File: config.mk
export PLATFORM = sky130hd
export DESIGN_NAME = pipe_hazard_ctrl
export DESIGN_NICKNAME = d
export VERILOG_FILES = /design/src/rtl/pipe_hazard_ctrl.sv
export SDC_FILE = /design/constraint.sdc
export NUM_CORES = 1
export LEC_CHECK = 0
export CAP_MARGIN = 20
export CORE_AREA = 2 2 84 86
export DETAILED_ROUTE_END_ITERATION = 10
export DIE_AREA = 0 0 86 88
export PLACE_DENSITY = 0.56
export SETUP_SLACK_MARGIN = 0.3
export SLEW_MARGIN = 20
export SYNTH_ARGS = -nofsm -noshare
export SYNTH_HDL_FRONTEND = slang
export SYNTH_SLANG_ARGS = --single-unit
File: constraint.sdc
create_clock -name clk_ctrl -period 1.9 [get_ports clk_ctrl]
set_clock_uncertainty 0.15 [all_clocks]
set_input_delay 0.38 -clock clk_ctrl [delete_from_list [all_inputs] [get_ports clk_ctrl]]
set_output_delay 0.38 -clock clk_ctrl [all_outputs]
set_load 0.02 [all_outputs]
File: src/rtl/pipe_hazard_ctrl.sv
// Pipeline sequencing controller: PC/pipeline-register enables, flushes and bubbles
// for load-use, taken-branch and multi-cycle memory hazards, plus debug counters.
module pipe_hazard_ctrl #(
  parameter int MEM_TIMEOUT = 15,
  parameter int CNT_W       = 16
) (
  input  logic             clk_ctrl,
  input  logic             rst_ctrl,
  input  logic             mem_req_in,
  input  logic             mem_ack,
  input  logic             ld_use_hazard,
  input  logic             branch_taken,
  output logic             PC_en,
  output logic             en_IFID,
  output logic             en_IDEX,
  output logic             en_EXMem,
  output logic             en_MemWB,
  output logic             flush_IFID,
  output logic             flush_IDEX,
  output logic             bubble_MemWB,
  output logic             mem_err,
  output logic [CNT_W-1:0] stall_cnt,
  output logic [CNT_W-1:0] flush_cnt
);

  typedef enum logic [1:0] {RUN, MEM_WAIT, ERROR} state_t;

  state_t           r_state, w_next;
  logic [7:0]       r_wait_cnt, w_wait_nxt;
  logic [CNT_W-1:0] r_stall_cnt, r_flush_cnt;
  logic             w_mem_stall;

  // RUN and MEM_WAIT share one output rule: an unacked request freezes the front end.
  assign w_mem_stall = mem_req_in & ~mem_ack;

  always_ff @(posedge clk_ctrl or posedge rst_ctrl) begin
    if (rst_ctrl) begin
      r_state    <= RUN;
      r_wait_cnt <= 8'd0;
    end else begin
      r_state    <= w_next;
      r_wait_cnt <= w_wait_nxt;
    end
  end

  always_comb begin
    PC_en        = 1'b0;
    en_IFID      = 1'b0;
    en_IDEX      = 1'b0;
    en_EXMem     = 1'b0;
    en_MemWB     = 1'b0;
    flush_IFID   = 1'b0;
    flush_IDEX   = 1'b0;
    bubble_MemWB = 1'b0;
    w_next       = r_state;
    w_wait_nxt   = r_wait_cnt;
    case (r_state)
      RUN, MEM_WAIT: begin
        if (w_mem_stall) begin
          en_MemWB     = 1'b1;
          bubble_MemWB = 1'b1;
          if (r_state == RUN) begin
            w_next     = MEM_WAIT;
            w_wait_nxt = 8'd1;
          end else if (r_wait_cnt == 8'(MEM_TIMEOUT)) begin
            w_next = ERROR;
          end else begin
            w_wait_nxt = r_wait_cnt + 8'd1;
          end
        end else begin
          PC_en    = 1'b1;
          en_IFID  = 1'b1;
          en_IDEX  = 1'b1;
          en_EXMem = 1'b1;
          en_MemWB = 1'b1;
          // A taken branch makes the load-use instruction wrong-path, so it wins.
          if (branch_taken) begin
            flush_IFID = 1'b1;
            flush_IDEX = 1'b1;
          end else if (ld_use_hazard) begin
            PC_en      = 1'b0;
            en_IFID    = 1'b0;
            flush_IDEX = 1'b1;
          end
          w_next     = RUN;
          w_wait_nxt = 8'd0;
        end
      end
      default: ;
    endcase
  end

  always_ff @(posedge clk_ctrl or posedge rst_ctrl) begin
    if (rst_ctrl) begin
      r_stall_cnt <= '0;
      r_flush_cnt <= '0;
    end else if (r_state != ERROR) begin
      if (!PC_en && r_stall_cnt != '1) r_stall_cnt <= r_stall_cnt + CNT_W'(1);
      if (flush_IFID && r_flush_cnt != '1) r_flush_cnt <= r_flush_cnt + CNT_W'(1);
    end
  end

  assign mem_err   = (r_state == ERROR);
  assign stall_cnt = r_stall_cnt;
  assign flush_cnt = r_flush_cnt;

endmodule

==> run metrics <==
Max Freq 0.5542 GHz; Placed Cells incl. Taps 363; Syn Area/Cell 10.54 um2; HP Class in2async; Synth cell types 50; minimum clock period 1805 ps; Clock Latency Late Sink 300 ps; final setup fails 0; Comb pwr share 0.425; Setup crit end kind flop; Post-synth ARST share 1.000; die height 88 um; startpoint types flop; Syn Nets 223; Final Net Count 349; Post-synth EDFFs 0; Post-Syn Area 2256 um2; Setup CP Type reg2reg; Via density 5.249; worst path arrival time 1840 ps; switching share of power 0.3716; fin cells 421; final antenna-violating net count 0; maximum number of pins on one net before global-route repair 43; crit path max fanout 7; Leakage 1.807 nW; share of layout cells above drive strength 1 0.6188; Core ar. 6644 um2; internal power 2.057 mW; status completed; global-route wire length before repair 10,320 um; area grow syn2layout 82.03%; Worst EP required 1940 ps; Relative slew margins 0.7734; synth warn 0; root buffer cell clkbuf_8; Total Power 3.274 mW; Top FF cell, synth dfrtp_1; clock-pin transition on the worst setup and hold timing paths 90 ps; CP Cell Sequence buf_6 > buf_6 > o31ai_4 > buf_12 > nor2_2 > mux2_4; H-tree Lvls 2; CTS Buf Count 5; antenna diode count 0; Pre-antenna DRT Iters 4; FILL cells 544; 1st-iter DRT viols 79; I/O pin count 47; Flop pwr share 0.382; Max-cap violations 0; clock network fraction of total power 0.194; switching power 1.217 mW; vias 2,210; worst slack, placed -596.6 ps; Initial Util 0.3395; RSZ-0062 raised after global routing true; crit path buf inv count 3; power per cell area 797.3 nW/um2; GRT Residual Overflow 0; vias in the first global route 2,116; DRC Markers 0; final hold vios 0; GPL Wtd Cong 0.7903; FF+latch count, synth 42; Core Util, Final 0.6181; clock buffer depth 2; Port-buffer cells 46; VDD IR max 0.0005119 V; site row count 30; CTS tree yes; post-synthesis cell count 214; post-detailed-route wirelength per cell 15.94 um; initial antenna violation count 0; final wirelength 6710 um; clk sinks 42; GRT Util Overall 0.1708; Die ar. 7568 um2; sequential share of the synthesized area 0.4659; flip-flop and latch area 1087 um2; Die X 86 um; final max-slew violation count 0; crit share post-route 0.9497; worst setup margin 95.48 ps; area of the multi-input gates 1638 um2; DPL Wire Length 3975 um; family with the most delay on the worst path flip-flops; cell repeated most along the worst path buf_6; max incr delay on CP 450 ps; slowest CP cell dfrtp_2; actual slew at the worst max-slew pin 337.2 ps
==> synthesized netlist by cell type, types with 2 or more instances <==
cell / n / share of area
xnor2_1: 2 / 0.0078
and3_1: 5 / 0.014
nor2_1: 9 / 0.015
o211ai_1: 3 / 0.010
a31oi_1: 3 / 0.0083
nor3_1: 7 / 0.016
o31ai_1: 5 / 0.017
o21ai_0: 3 / 0.0067
inv_1: 7 / 0.012
dfrtp_1: 42 / 0.47
mux2_2: 2 / 0.010
nor2b_1: 2 / 0.0055
nand2b_1: 3 / 0.0083
nand4_1: 9 / 0.025
nor4_4: 2 / 0.019
xor2_1: 25 / 0.097
nor4b_1: 3 / 0.012
nand3_1: 16 / 0.035
nand2_1: 13 / 0.022
nor4_1: 12 / 0.033
and4_1: 3 / 0.012
ha_1: 3 / 0.017
a211oi_1: 4 / 0.013
a21oi_1: 4 / 0.0089
buf_4: 2 / 0.0067
==> final cells by class <==
class                   instances  share of cell area
repair buffers                124              0.2824
clock inverters                 2            0.003047
inverters                       7            0.006399
multi-input cells             160              0.3988
clock buffers                   6             0.02011
well taps                      80             0.02438
flip-flops and latches         42              0.2648
==> worst register-to-register path, stage by stage, from the launching register on <==
cell and delay (ps):
dfrtp_2 450, buf_6 140, buf_6 120, o31ai_4 300, buf_12 180, nor2_2 50, mux2_4 300
==> cells by family after synthesis <==
kind of cell	share of synthesized area
simple gates	0.2662
flops	0.4659
compound gates	0.09817
xor+xnor	0.1048
buf+inv	0.02717
mux	0.02107
fa+ha+maj	0.01664
==> power by group through the flow <==
stage / clock [mW] / sequential, mW / combinational (mW)
floorplan: 0 / 1.42 / 0.398
global placement: 0 / 1.29 / 0.990
detailed placement: 0 / 1.29 / 0.996
CTS: 0.638 / 1.25 / 1.18
global route: 0.677 / 1.28 / 1.48
finish: 0.635 / 1.25 / 1.39
==> state kept, by name, summed over array words and instances (netlist names) <==
register / flops
stall_cnt: 16
r_state: 2
r_wait_cnt: 8
flush_cnt: 16
==> layer usage <==
| layer | GRT usage | wire length (um) | vias up |
|---|---|---|---|
| met5 | 0 | 0 | - |
| met1 | 0.2268 | 3025 | 1105 |
| met4 | 0.03896 | 49 | 0 |
| li1 | - | - | 1055 |
| met2 | 0.2875 | 3372 | 46 |
| met3 | 0.03582 | 262 | 4 |
==> per-stage QoR <==
stage / hold WS (ps) / cell area [um2] / TNS, ps
2_1_floorplan: 338.1 / 2464 / 0
3_3_place_gp: 313.8 / 3229 / -12590
3_5_place_dp: 328.5 / 3229 / -13230
4_1_cts: 300.4 / 3811 / 0
5_1_grt: 320.3 / 4106 / 0
6_report: 289.1 / 4106 / 0
==> repair_timing <==
action | 4_1_cts | 5_1_grt
hold buffers | 0 | 0
hold endpoints to repair | 0 | 0
pin swaps | 34 | 21
cloned | 1 | 0
endpoints found under the setup margin | 79 | 70
buffers inserted | 25 | 24
resized for setup | 188 | 51
==> placed cells by master (no fill, tap or decap), drive strengths merged, types with 2 or more instances in the layout <==
cell type and n:
a21oi 4, o211ai 3, nor3 7, nand4 11, ha 3, and3 6, xor2 25, nor2b 2
nand2 13, nor4b 3, xnor2 2, a31oi 3, nor4 14, clkbuf 14, nand2b 3, a211oi 4
and4 4, inv 7, o21ai 3, o31ai 6, nor2 10, dlygate4sd2 3, dfrtp 42, clkdlybuf4s15 23
mux2 3, buf 89, nand3 16
==> worst paths after layout <==
| path | from | endpoint | slack (ps) | cells past startpoint |
|---|---|---|---|---|
| worst min register to register | flush_cnt[6] | flush_cnt[6] | 340 | 1 |
| worst max register to register | r_state[1] | stall_cnt[1] | 100 | 6 |
| worst min-delay path | rst_ctrl | flush_cnt[4] | 290 | 3 |
| min in group clk_ctrl | flush_cnt[6] | flush_cnt[6] | 340 | 1 |
| worst max-delay path | r_state[1] | stall_cnt[1] | 100 | 6 |
| max in group asynchronous | rst_ctrl | r_state[1] | 1090 | 3 |
Note: power is estimated with default switching activity, not from simulation.
==> variant 1, RTL diff (same settings) <==
The 3 states of `state_t` get a one-hot encoding in 3 bits.
--- a/src/rtl/pipe_hazard_ctrl.sv
+++ b/src/rtl/pipe_hazard_ctrl.sv
@@ -23,7 +23,7 @@
   output logic [CNT_W-1:0] flush_cnt
 );
 
-  typedef enum logic [1:0] {RUN, MEM_WAIT, ERROR} state_t;
+  typedef enum logic [2:0] {RUN = 3'b001, MEM_WAIT = 3'b010, ERROR = 3'b100} state_t;
 
   state_t           r_state, w_next;
   logic [7:0]       r_wait_cnt, w_wait_nxt;
Function: no difference found for any inputs over 10 cycles, from zero or initial values and one cycle with rst_ctrl high; not proved beyond that.
==> variant 1 against the original RTL <==
  * The run now ends with negative setup slack left
  * Sequential cell count rose by 1
  * Area after synthesis is 1.4% lower
  * Register-to-register slack lost 0.27 ns
  * Sequential share of layout area rose by 3.2 points
  * Wire length shrank 13%
  * Global-route usage shrank 0.61 points
  * Cell area shrank 10%
  * Setup slack worse by 0.29 ns
  * Critical path depth stayed put
  * Critical path type is now reg2out
  * Critical endpoint is now PC_en
Power is not compared: it rests on default switching activity, and its combinational part moved more than twofold at a synthesized area within 25%.
==> variant 1: results (changes against the original RTL) <==
status=finished with violations (was finished clean); failing checks=negative setup slack; register area share after synthesis=0.485 (was 0.466); M3 GR Usage=0.0311 (was 0.0358); Final WS setup=-0.196 ns (was 0.0955 ns); leak pwr=about 0.0017 uW; detailed placement HPWL=3.97 mm (about the same); library cells used by synthesis=43 (was 50); CP Data Arrival Time=1.57 ns (was 1.84 ns); CTS buffer count=5 (unchanged); slowest CP cell=dfstp_2 (was dfrtp_2); Fin Hold WS=0.277 ns (was 0.289 ns); r2r setup slk=-0.17 ns (was 0.1 ns); CP Launch Point=r_state[0] (was r_state[1]); crit-path max FO=3 (was 7); worst reg2reg path depth=8 (was 6); per-cell routed wire length=13.8 um (was 15.9 um); buffers added on ports=46 (unchanged); FILL cells=606 (was 544); Placed Instances=396 (was 363); reg-to-reg critical path endpoint=flush_cnt[15] (was stall_cnt[1]); wire length on met1=2.63 mm (was 3.03 mm); Setup crit end=PC_en (was stall_cnt[1]); WL met3=165 um (was 262 um); antenna violations before repair=0 (unchanged); critical path's largest stage delay=0.57 ns (was 0.45 ns); post-synthesis net count=230 (was 223); number of global-route vias before repair=2119 (was 2116); endpoints failing setup=40 (was 0); vias=2006 (was 2210); met2 wire length=2.95 mm (was 3.37 mm); Commonest cells post-synth=dfrtp_1 (42), nor2_1 (25), nand2_1 (22) (was dfrtp_1 (42), xor2_1 (25), nand3_1 (16)); Total GRT Usage=0.165 (was 0.171); Iteration-0 DRC Markers=66 (was 79); fraction of layout cells with a size suffix above 1=0.561 (was 0.619); met1 Track Usage GR=0.215 (was 0.227); met2 Resource Use GR=0.274 (was 0.288); worst slew pin tran=0.470 ns (was 0.337 ns); Setup TNS=-4.13 ns (was 0 ns); ranking of synthesized cells by area=dfrtp_1 (47%), xnor2_1 (6.3%), xor2_1 (6.3%) (was dfrtp_1 (47%), xor2_1 (9.7%), nand3_1 (3.5%)); Initial DRT Pass Iterations=4 (unchanged); NumNets Final=350 (was 349); delay-heaviest family, CP=flip-flops (unchanged); Cells after Synth=221 (was 214); largest net degree at the start of global routing=44 (was 43); vias per cell=4.75 (was 5.25); first-pass GRT wire length=9.85 mm (was 10.3 mm)
variant 1: cell types whose count changed after synthesis, moves of 2 or more:
cell / before / now
a211oi_1: 4 / 0
a31oi_1: 3 / 1
and4_1: 3 / 0
nand2_1: 13 / 22
nand3_1: 16 / 19
nand4_1: 9 / 11
nor2_1: 9 / 25
nor3_1: 7 / 4
nor4_1: 12 / 3
nor4b_1: 3 / 1
o21ai_0: 3 / 9
o31ai_1: 5 / 1
xnor2_1: 2 / 16
xor2_1: 25 / 16
variant 1: report_power, final:
part           switching, uW  total [uW]  internal, uW
combinational           35.0        57.9          22.8
sequential                 0         914           914
clock                    339         596           256
total                    374        1570          1190
variant 1: per-stage QoR:
| step | worst slack [ns] | area (um^2) |
|---|---|---|
| after global placement | -0.705 | 3300 |
| after global routing | -0.283 | 3700 |
| final | -0.196 | 3700 |
| after detailed placement | -0.702 | 3300 |
| after CTS | -0.197 | 3610 |
| after floorplan | -0.159 | 2360 |
variant 1: logic make-up (layout without fill, tap and decap cells):
logic type / after synthesis / in the layout / synth area share
AND/OR/NAND/NOR: 109 / 109 / 0.268
flip-flops: 43 / 43 / 0.485
XOR/XNOR: 33 / 33 / 0.133
AO/OA/AOI/OAI: 18 / 18 / 0.0563
buffers and inverters: 12 / 133 / 0.0242
adder cells (fa/ha/maj): 3 / 3 / 0.0169
multiplexers: 3 / 3 / 0.0169
variant 1: final cells by class:
type                       instances  area (um^2)  area share
multi-input combinational        166         1430       0.386
sequential                        43         1100       0.297
timing repair buffer             116          941       0.254
tap                               80          100      0.0271
clock buffer                       5         68.8      0.0186
inverter                           9         43.8      0.0118
clock inverter                     3         20.0     0.00541
variant 1: what timing repair did:
action	4_1_cts	5_1_grt
cloned	0	0
pin swaps	23	20
setup endpoints to repair	83	68
resized for setup	197	41
setup buffers	13	5
==> variant 2, RTL diff (config.mk and constraints unchanged) <==
Without the edit above. `CNT_W`: 16 -> 20.
--- a/src/rtl/pipe_hazard_ctrl.sv
+++ b/src/rtl/pipe_hazard_ctrl.sv
@@ -2,7 +2,7 @@
 // for load-use, taken-branch and multi-cycle memory hazards, plus debug counters.
 module pipe_hazard_ctrl #(
   parameter int MEM_TIMEOUT = 15,
-  parameter int CNT_W       = 16
+  parameter int CNT_W       = 20
 ) (
   input  logic             clk_ctrl,
   input  logic             rst_ctrl,
Interface: changed (resized flush_cnt and stall_cnt); port bits go from 47 to 55. No check against the original RTL was run, so the function may have changed too.
==> variant 2 against the original RTL <==
  * The run now ends with negative setup slack left
  * Sequential share of layout area grew 3.9 points
  * Wire length down 2.1%
  * Cell area is 3.0% higher
  * Fmax fell by 5.3%
  * Setup slack worse by 0.10 ns
  * Worst hold slack worse by 0.064 ns
  * Via count fell by 0.54%
  * Count of clock-buffer cells in the layout is 1 higher
  * Synthesized cell count grew 11%
  * Area after synthesis is 13% higher
  * Sequential cell count up 8
  * Final cell count increased by 3.8%
  * Critical path type unchanged
  * Critical endpoint is now stall_cnt[15]
  * Largest cell class unchanged
  * Highest routed layer unchanged
Power is not compared: it rests on default switching activity, and its combinational part moved more than twofold at a synthesized area within 25%.
==> variant 2: results (changes against the original RTL) <==
status=finished with violations (was finished clean); failing checks=negative setup slack; post-layout instance area=4230 um^2 (was 4110 um^2); Post-Synth XOR/XNOR Area=0.127 (was 0.105); fraction of layout cells with a size suffix above 1=0.608 (was 0.619); ranking of synthesized cells by area=dfrtp_1 (49%), xnor2_1 (8.9%), nand4_1 (4.4%) (was dfrtp_1 (47%), xor2_1 (9.7%), nand3_1 (3.5%)); met1 Track Usage GR=0.221 (was 0.227); Cells after Synth=237 (was 214); post-synthesis net count=246 (was 223); wire length on met1=2.88 mm (was 3.03 mm); Placed Instances=401 (was 363); number of global-route vias before repair=2217 (was 2116); register area share after synthesis=0.490 (was 0.466); NumNets Final=365 (was 349); WL met3=259 um (was 262 um); Setup crit end=stall_cnt[15] (was stall_cnt[1]); buffers added on ports=54 (was 46); Commonest cells post-synth=dfrtp_1 (50), xnor2_1 (26), nand2_1 (22) (was dfrtp_1 (42), xor2_1 (25), nand3_1 (16)); per-cell routed wire length=15.0 um (was 15.9 um); Final WS setup=-0.00533 ns (was 0.0955 ns); first-pass GRT wire length=10.5 mm (was 10.3 mm); r2r setup slk=-0.005 ns (was 0.1 ns); critical path's largest stage delay=0.43 ns (was 0.45 ns); endpoints failing setup=2 (was 0); Compound-Gate Fraction of Synth Area=0.0657 (was 0.0982); delay-heaviest family, CP=simple AND/OR/NAND/NOR gates (was flip-flops)
-- variant 2: how the worst min path moves through the flow --
stage / end / slack [ns] / cells after the start
floorplan: flush_cnt[10] / 0.27 / 1
global placement: flush_cnt[4] / 0.34 / 1
detailed placement: flush_cnt[4] / 0.34 / 1
CTS: flush_cnt[16] / 0.24 / 2
global route: flush_cnt[16] / 0.25 / 2
finish: flush_cnt[16] / 0.23 / 2
-- variant 2: what timing repair did --
action,CTS,global route
pin swaps,37,19
endpoints found under the hold margin,0,0
resized for setup,220,63
cloned,0,0
buffers inserted,14,14
endpoints found under the setup margin,94,89
-- variant 2: layout make-up --
cell class / instances / area share
Multi-Input combinational cell: 177 / 0.390
Sequential cell: 50 / 0.304
Timing Repair Buffer: 116 / 0.248
Tap cell: 80 / 0.0237
Clock buffer: 7 / 0.0204
Inverter: 6 / 0.00740
Clock inverter: 1 / 0.00710
